===== src/rtl/sccb_responder.sv =====
// SCCB camera-side responder: oversamples SIO_C/SIO_D on xclk, decodes ID/sub/data
// phases and serves a byte-wide register port. One write byte per transaction, one read byte.
//
// state  | meaning
// IDLE   | bus free, waiting for start
// ID     | shifting in device ID + R/W bit
// SUB    | shifting in sub-address
// WDATA  | shifting in write data
// RDATA  | driving read data on c_fall, counting bits on c_rise
// IGNORE | transaction done or not ours, wait for stop/start
module sccb_responder #(
    parameter logic [7:0] DEV_ID = 8'h42
) (
    input  logic       xclk,
    input  logic       rst_n,
    input  logic       sio_c,
    input  logic       sio_di,
    output logic       sio_do,
    output logic       sio_de,
    output logic [7:0] reg_addr,
    output logic [7:0] reg_wdata,
    output logic       reg_we,
    input  logic [7:0] reg_rdata,
    output logic       busy
);

    typedef enum logic [2:0] {
        IDLE,
        ID,
        SUB,
        WDATA,
        RDATA,
        IGNORE
    } state_t;

    state_t      state;
    logic        c_s1, c_s2, c_h;
    logic        d_s1, d_s2, d_h;
    logic [3:0]  bit_cnt;
    logic [7:0]  shift_in;
    logic [7:0]  tx;
    logic        c_rise, c_fall, start, stop;

    // Synchronizers reset to the idle-bus level so reset release never fakes an edge.
    always_ff @(posedge xclk or negedge rst_n) begin
        if (!rst_n) begin
            c_s1 <= 1'b1;
            c_s2 <= 1'b1;
            c_h  <= 1'b1;
            d_s1 <= 1'b1;
            d_s2 <= 1'b1;
            d_h  <= 1'b1;
        end else begin
            c_s1 <= sio_c;
            c_s2 <= c_s1;
            c_h  <= c_s2;
            d_s1 <= sio_di;
            d_s2 <= d_s1;
            d_h  <= d_s2;
        end
    end

    assign c_rise = c_s2 & ~c_h;
    assign c_fall = ~c_s2 & c_h;
    assign start  = c_s2 & c_h & d_h & ~d_s2;
    assign stop   = c_s2 & c_h & ~d_h & d_s2;

    always_ff @(posedge xclk or negedge rst_n) begin
        if (!rst_n) begin
            state     <= IDLE;
            bit_cnt   <= 4'd0;
            shift_in  <= 8'h00;
            tx        <= 8'hFF;
            sio_do    <= 1'b1;
            sio_de    <= 1'b0;
            reg_addr  <= 8'h00;
            reg_wdata <= 8'h00;
            reg_we    <= 1'b0;
            busy      <= 1'b0;
        end else begin
            reg_we <= 1'b0;
            if (start) begin
                state   <= ID;
                bit_cnt <= 4'd0;
                sio_de  <= 1'b0;
                sio_do  <= 1'b1;
                busy    <= 1'b0;
            end else if (stop) begin
                state   <= IDLE;
                bit_cnt <= 4'd0;
                sio_de  <= 1'b0;
                sio_do  <= 1'b1;
                busy    <= 1'b0;
            end else begin
                case (state)
                    IDLE: busy <= 1'b0;
                    ID, SUB, WDATA: begin
                        if (c_rise) begin
                            if (bit_cnt != 4'd8) begin
                                shift_in <= {shift_in[6:0], d_s2};
                                bit_cnt  <= bit_cnt + 4'd1;
                            end else begin
                                // Bit 8 (X) is not shifted; the byte is complete here.
                                bit_cnt <= 4'd0;
                                if (state == ID) begin
                                    if (shift_in[7:1] != DEV_ID[7:1]) begin
                                        state <= IGNORE;
                                    end else begin
                                        busy <= 1'b1;
                                        if (shift_in[0]) begin
                                            state <= RDATA;
                                            tx    <= reg_rdata;
                                        end else begin
                                            state <= SUB;
                                        end
                                    end
                                end else if (state == SUB) begin
                                    reg_addr <= shift_in;
                                    state    <= WDATA;
                                end else begin
                                    reg_wdata <= shift_in;
                                    reg_we    <= 1'b1;
                                    state     <= IGNORE;
                                end
                            end
                        end
                    end
                    RDATA: begin
                        if (c_fall) begin
                            if (bit_cnt != 4'd8) begin
                                sio_de <= 1'b1;
                                sio_do <= tx[7];
                                tx     <= {tx[6:0], 1'b1};
                            end else begin
                                sio_de <= 1'b0;
                                sio_do <= 1'b1;
                            end
                        end else if (c_rise) begin
                            if (bit_cnt == 4'd8) begin
                                state   <= IGNORE;
                                bit_cnt <= 4'd0;
                                sio_de  <= 1'b0;
                                sio_do  <= 1'b1;
                            end else begin
                                bit_cnt <= bit_cnt + 4'd1;
                            end
                        end
                    end
                    default: ;
                endcase
            end
        end
    end

endmodule

===== config.mk =====
export PLATFORM = sky130hd
export DESIGN_NAME = sccb_responder
export DESIGN_NICKNAME = d
export VERILOG_FILES = /design/src/rtl/sccb_responder.sv
export SDC_FILE = /design/constraint.sdc
export NUM_CORES = 1
export LEC_CHECK = 0
export CAP_MARGIN = 30
export CORE_MARGIN = 5
export CORE_UTILIZATION = 45
export CTS_CLUSTER_DIAMETER = 30
export DETAILED_ROUTE_END_ITERATION = 16
export GPL_TIMING_DRIVEN = 1
export HOLD_SLACK_MARGIN = 0.02
export PLACE_DENSITY_LB_ADDON = 0.15
export SYNTH_ARGS = -nofsm -noshare
export SYNTH_HDL_FRONTEND = slang
export SYNTH_SLANG_ARGS = --single-unit

===== constraint.sdc =====
create_clock -name xclk -period 1.9 [get_ports xclk]
set_input_delay 0.38 -clock xclk [delete_from_list [all_inputs] [get_ports xclk]]
set_output_delay 0.38 -clock xclk [all_outputs]
set_load 0.05 [all_outputs]

==> impl_metrics.ini <==
[timing]
rsz0062_at_grt = true
post-route-min-period_ns = 1.85
max_slew_margin_pct = 65.1
finalSetupViolCount = 0
finClkSkew_ns = 0.00730
finalHoldViolations = 0
finalCritPeriodShare_pct = 97.6
tightest_slew_ns = 0.521
hold_slack_ns = 0.0428
worst_slack_ns = 0.0450
drv_slew = 0
fin_setup_tns_ns = 0
max_clock_freq_mhz = 539

[finish]
syn_to_final_growth_pct = 29.1
drive_gt1_share_pct = 39.3
diodes = 0
final-instance-count-excl-fill = 301
fillers = 377
nets = 250
register_area_um2 = 1240
multi_input_area_um2 = 1010

[yosys]
yosysMostFrequentCell = dfrtp_1
synth_edf_count = 0
synth_area_leader_cell = dfrtp_1
synth.distinct_cells = 44
ys_ff_latch = 49
synth_top_area_share_pct = 37.8
synth.avg_cell_area_um2 = 12.2
syn_inst = 185
synthFlopType = dfrtp_1
ys_async_sr_fraction_pct = 100
seq_area_frac_synth_pct = 55.3
yosys-top-cells-area = dfrtp_1 (38%), dfstp_2 (18%), mux2_2 (12%)
yosysWarnings = 0
synth_commonest_cells = dfrtp_1 (34), mux2_2 (24), a21oi_1 (16)
syn_nets = 202
syn_area_um2 = 2250

[floorplan]
io_pins = 32
row_count = 25
die_y_um = 80.7
core_um2 = 4790
die-area_um2 = 6520
start_util_pct = 47.0
die_w_um = 80.7

[global_route]
grt_max_degree = 28
grt_pass1_wl_mm = 8.04
overflow = 0
grt_pass1_vias = 1718
track_usage_pct = 15.8
antenna_found_initial = 0

[cts]
htreeDepth = 2
cts_buffers = 5
clk_pin_slew_ns = 0.09
cts_tree = built
worstSkewPairLatency_ns = 0.29
hold_buffers = 0
cts_root_buf = clkbuf_8
cts_sinks = 49
cts_buffer_depth = 2

[worst_hold_path]
hold_path_class = in -> async

[setup_path]
slowest_stage = clkdlybuf4s50_1
critical_path.top_delay_family = buffers and inverters
crit_type = reg -> out
end_kind = output port
startpoint_type = flip-flop
arrival_ns = 1.47
cp_max_fo = 2
cp.required_ns = 1.52
max_stage_delay_ns = 0.82
cp_cell_sequence = clkdlybuf4s50_1
timing.critical_path.buf_inv = 1

[detailed_routing]
wl_per_cell_um = 15.7
ant_nets = 0
drt-pass1-iter-count = 4
drtIter0Drc = 131
routed_wl_mm = 4.74
vias = 1624
drc = 0
viasPerCell = 5.40

[pwr]
power.total_mw = 3.21
ir_drop_mv = 0.599
p_per_area_nw_per_um2 = 1110
leakage_nw = 1.36

[place]
routabilityCongestion = 0.903
dp.final_hpwl_mm = 3.51
io_buffers = 31
dp_worst_setup_slack_ns = 0.0114
numPlacedInstances = 292

[run]
cap_violations = 0

[status]
status = finished clean
==> flip-flops by register name, indices dropped and copies added, names as in the netlist <==
name and flops:
bit_cnt 4, busy 1, c_h 1, c_s1 1, c_s2 1, d_h 1, d_s1 1, d_s2 1
reg_addr 8, reg_wdata 8, reg_we 1, shift_in 8, sio_de 1, sio_do 1, state 3, tx 8
==> cell type report <==
type	count	share of cell area, %
clock inverters	1	0.301
repair buffers	49	15.2
inverters	5	0.646
multi-input cells	123	34.8
clock buffers	7	3.32
flip-flops and latches	49	42.9
well taps	67	2.89
==> report_power, final <==
part           internal (mW)  switching, mW
Sequential              1.31          0.190
Clock                  0.336          0.336
Combinational          0.505          0.530
==> metrics by stage <==
step	cell area [µm²]	utilization [%]
floorplan	2250	-
global placement	2720	56.8
detailed placement	2720	56.8
CTS	2830	59.0
global route	2910	60.7
finish	2910	60.7
==> logic make-up after synthesis <==
family	synth area share, %
AOI/OAI and AO/OA	12.0
DFF	55.3
and+or+nand+nor	11.5
buffers and inverters	2.95
adders and majority gates	3.22
muxes	15.1
==> path summary, 6_finish.rpt <==
kind / start / endpoint / slack (ns) / cells past startpoint
setup / recovery: reg_wdata[5]$_DFFE_PN0P_ / reg_wdata[5] / 0.05 / 1
hold / removal: rst_n / busy$_DFFE_PN0P_ / 0.04 / 1
setup reg to reg: c_s2$_DFF_PN1_ / tx[5]$_DFFE_PN1P_ / 0.09 / 7
hold reg to reg: c_s1$_DFF_PN1_ / c_s2$_DFF_PN1_ / 0.36 / 0
max in group asynchronous: rst_n / d_h$_DFF_PN1_ / 1.28 / 2
min in group xclk: c_s1$_DFF_PN1_ / c_s2$_DFF_PN1_ / 0.36 / 0
==> what timing repair did <==
item | in CTS | in global routing
endpoints found under the setup margin | 0 | 31
gates resized for setup | 0 | 18
setup buffers | 0 | 2
==> cells in the final DEF, fill, tap and decap left out, types with 2 or more instances in the layout <==
cell and n:
clkbuf_8 7, o31ai_1 4, nor2_1 12, nand2_1 4, buf_12 2, nor2b_1 2, nand4_1 2, buf_4 26
nand3_1 5, mux2_2 21, clkdlybuf4s50_1 19, nor2b_2 2, mux2_4 3, a21o_1 2, ha_1 4, dfstp_2 15
nor4b_1 3, a21oi_2 2, mux2i_1 7, a21oi_1 15, o21ai_0 7, dfrtp_1 34, inv_1 5
==> metal layers <==
metal / global-route usage, % / vias to the layer above / share of wire [%]
met3: 4.04 / 4 / 3.9
met5: 0 / - / 0
met1: 19.5 / 819 / 43
li1: - / 760 / -
met2: 28.1 / 41 / 52
met4: 2.70 / 0 / 0.65
Power figures use the tool's default switching activity.
==> patch 1: new RTL, same flow settings <==
The 6 states of `state_t` get a one-hot encoding in 6 bits.
--- a/src/rtl/sccb_responder.sv
+++ b/src/rtl/sccb_responder.sv
@@ -25,11 +25,11 @@
 );
 
-    typedef enum logic [2:0] {
-        IDLE,
-        ID,
-        SUB,
-        WDATA,
-        RDATA,
-        IGNORE
+    typedef enum logic [5:0] {
+        IDLE   = 6'b000001,
+        ID     = 6'b000010,
+        SUB    = 6'b000100,
+        WDATA  = 6'b001000,
+        RDATA  = 6'b010000,
+        IGNORE = 6'b100000
     } state_t;
 
Behaviour: same outputs for any inputs over 10 cycles, from zero or initial values and one cycle with rst_n low; not proved beyond that.
==> patch 1 against the original RTL <==
  * The run now ends with negative setup slack left
  * Register-to-register slack lost 0.40 ns
  * Wire length grew 38%
  * Cell area grew 26%
  * Synthesized cell count shrank 1.1%
  * Setup slack lost 0.35 ns
  * Utilization grew 11 points
  * Sequential cell count grew 3
  * Power shrank 12%
  * Area after synthesis grew 6.2%
  * Critical endpoint is now tx[5]
==> patch 1: results <==
[worst_setup_path]
cp.arrival_ns = 2.45
critPathSlowestCell = "dfrtp_1"
ff2ff_path_depth = 5
critical_path_class = "reg -> reg"
crit_path_end = "tx[5]"
r2r_start = "state[3]"
slowest_delay_ns = 0.45
cp_max_fo = 8
cp_top_family = "simple AND/OR/NAND/NOR gates"

[synth]
synthTopCellsByCount = "dfrtp_1, mux2_2, dfstp_2"
synth.distinct_cells = 46
synth_compound_area_share_pct = 6.81
synth_fa_ha_area_share_pct = 2.62
synth-xor-area-share_pct = 0.733
synth_top_area_share_pct = 37.7
postSynthCellCount = 183
muxShareOfSynthArea_pct = 20.3
synth_fp_nets = 200
netlist_top_cells_area = "dfrtp_1, dfstp_2, mux2_2"

[placed_design]
routabilityCongestion = 0.797
placed_area_um2 = 3140
dp_slack_ns = -0.282
dpl.hpwl_mm = 4.00

[final_layout]
buffers_excl_clock = 94
drive_gt1_share_pct = 62.5
multi_input_area_share_pct = 35.4
clk_share_pct = 2.62
seq_area_share_pct = 36.0
inverters = 7
buffer_area_share_pct = 22.9
clockBufferCount = 5
sequential_cell_total = 52
num-fill-cells = 378

[detailed_routing]
wl_per_cell_um = 18.6
routed_wl_mm = 6.52
drt_iter0_markers = 72
vias = 1870

[clock_network]
insertion_delay_ns = 0.32

[outcome]
violations = "negative setup slack"
status = "complete, but fails checks"

[power]
p_seq_share_pct = 46.5
internal_power_uw = 1990
pg_seq_uw = 1310
clk-power_uw = 657
vdd_drop_max_uv = 460
power.leakage_uw = 0.00183

[timing]
finalWorstSetupSlack_ns = -0.305
whs_ns = 0.159
tightest_slew_ns = 0.644
setup_tns_ns = -2.92
setup_violations = 25

[grt]
grt_max_degree = 53
grt_pass1_wl_mm = 9.35
-- patch 1: cell types whose count changed in the layout (fill, tap and decap cells not counted), sizes merged, moves of 4 or more --
cell           unedited run  this run
a21oi                    17         3
buf                      29        78
clkdlybuf4s50            19        11
dlymetal6s2s              1         5
mux2                     24        38
mux2i                     7         3
nand2                     4        13
nor2                     13         8
nor2b                     4         0
nor3                      1         5
nor4b                     4         0
o21ai                     8         3
-- patch 1: layer usage --
layer  part of all wire [%]  wire [µm]  track usage [%]  vias to the layer above
met5                      0          0                0                        -
met4                    2.7        179             5.35                        0
met2                     50       3260             26.4                       59
met1                     42       2740             22.0                      938
li1                       -          -                -                      856
met3                    5.2        342             4.46                       17
-- patch 1: repair_timing --
| item | in CTS | in global routing |
|---|---|---|
| resized for setup | 16 | 57 |
| endpoints found under the setup margin | 39 | 49 |
| setup buffers | 5 | 9 |
| pin swaps | 6 | 13 |
==> patch 2: new RTL, same flow settings <==
Without the edit above. One comparison of `bit_cnt` changes from == to >=.
--- a/src/rtl/sccb_responder.sv
+++ b/src/rtl/sccb_responder.sv
@@ -137,5 +137,5 @@
                             end
                         end else if (c_rise) begin
-                            if (bit_cnt == 4'd8) begin
+                            if (bit_cnt >= 4'd8) begin
                                 state   <= IGNORE;
                                 bit_cnt <= 4'd0;
Check against the original RTL: no difference found for any inputs over 10 cycles, from zero or initial values and one cycle with rst_n low; that may be too few to reach the edited logic, so the function may still have changed.
==> patch 2 against the original RTL <==
  * Via count rose by 0.12%
  * Die area up 2.3%
  * Wire length grew 3.5%
  * Sequential share of layout area shrank 2.6 points
  * Cell area is 6.6% higher
  * Critical path depth increased by 7
  * Area after synthesis increased by 2.6%
  * Combinational power decreased by 20%
  * Clock power shrank 7.9%
  * Sequential power fell by 12%
  * Power shrank 14%
  * Sequential cell count unchanged
  * Setup slack worse by 0.019 ns
==> patch 2: results <==
[outcome]
status = "completed"

[grt]
grt_pass1_wl_mm = 8.22
grtUsageMet3_pct = 3.07
track_usage_pct = 16.1
grt_pass1_vias = 1719
use_met1_pct = 21.1
antenna_found_initial = 0
grt_max_degree = 26
use_met2_pct = 26.8

[worst_setup_path]
slowest_delay_ns = 0.57
cp_max_fo = 4
cp.arrival_ns = 2.07
critPathSlowestCell = "dfstp_2"
cp_top_family = "compound AO/OA/AOI/OAI gates"

[synth]
synth_fa_ha_area_share_pct = 2.71
netlist_top_cells_area = "dfrtp_1, dfstp_2, mux2_2"
synth_fp_nets = 192
muxShareOfSynthArea_pct = 20.8
synthTopCellsByCount = "dfrtp_1, mux2_2, dfstp_2"
synth-seq-area-share_pct = 53.9
async_flop_share_pct = 100
synth_compound_area_share_pct = 8.29
synth-xor-area-share_pct = 0
ys_warn_count = 0
synth.distinct_cells = 43

[power]
switching_share_pct = 29.6
clkPwrFrac_pct = 22.4
powerComb_uw = 827
vdd_drop_max_uv = 637
power_frac_comb_pct = 29.9
power.leakage_uw = 0.00141

[clock_network]
cts_buffers = 5
htreeDepth = 2
clk_pin_slew_ns = 0.08
insertion_delay_ns = 0.30
cts_root_buf = "clkbuf_8"

[detailed_routing]
wl_met2_mm = 2.46
vias_per_cell = 5.26
routed_wl_mm = 4.90
route.met3.wl_um = 185
top_layer = "met4"
firstDrtPassIters = 4
drt_iter0_markers = 117
drt-met1-wl_mm = 2.19

[timing]
timing.slew.headroom_pct = 66.2
fin_skew_ns = 0.00936

[final_layout]
num-fill-cells = 403
final_net_count = 255
drive_gt1_share_pct = 55.6

[worst_hold_path]
min_path_type = "reg -> reg"

[placed_design]
dpl.hpwl_mm = 3.40
routabilityCongestion = 0.865
portBuffers = 31
==> patch 2: cell types whose count changed in the layout (fill, tap and decap cells not counted), sizes merged, moves of 4 or more <==
cell	change
buf	+16
mux2	+16
a21oi	-15
mux2i	-7
nand2	+7
nor3	+7
nor2	-6
nand3	-4
o21ai	-4
==> patch 2: stage by stage <==
step	cells	setup slack [ns]	area [µm²]	utilization (%)	TNS (ns)
6_report	309	0.0259	3100	61.4	0
5_1_grt	309	-0.0333	3100	61.4	-0.313
4_1_cts	307	-0.00858	2990	59.3	-0.00858
3_5_place_dp	298	-0.132	2870	56.9	-1.61
3_3_place_gp	298	-0.0726	2870	56.9	-0.781
2_1_floorplan	175	-0.0492	2320	-	-0.672
==> patch 2: worst paths after layout <==
path	start	to	slack, ns	cells after the start
max reg2reg	c_s2	bit_cnt[2]	0.03	8
min in group asynchronous	rst_n	reg_wdata[5]	0.51	2
max in group asynchronous	rst_n	tx[2]	0.88	3
min reg2reg	c_s1	c_s2	0.36	0
min	c_s1	c_s2	0.36	0
max	c_s2	bit_cnt[2]	0.03	8
==> patch 2: final cells by class <==
class,count,share of cell area [%]
sequential,49,40.2
multi-input combinational,112,35.6
timing repair buffer,63,17.7
clock buffer,8,2.91
tap,70,2.83
inverter,7,0.848
==> patch 2: repair_timing <==
item | CTS | global route
hold endpoints to repair | 11 | 0
pin swaps | 4 | 9
gates cloned | 0 | 1
setup buffers | 1 | 1
gates resized for setup | 7 | 18
endpoints found under the setup margin | 26 | 29
hold buffers | 1 | 0
==> patch 2: worst register-to-register path, cell delays in order (launching register included) <==
cell      delay (ns)
dfstp_2         0.57
buf_6           0.11
inv_2           0.04
ha_4            0.16
nor3_4          0.20
a211oi_4        0.06
a22o_1          0.29
o21bai_4        0.19
a21o_1          0.17
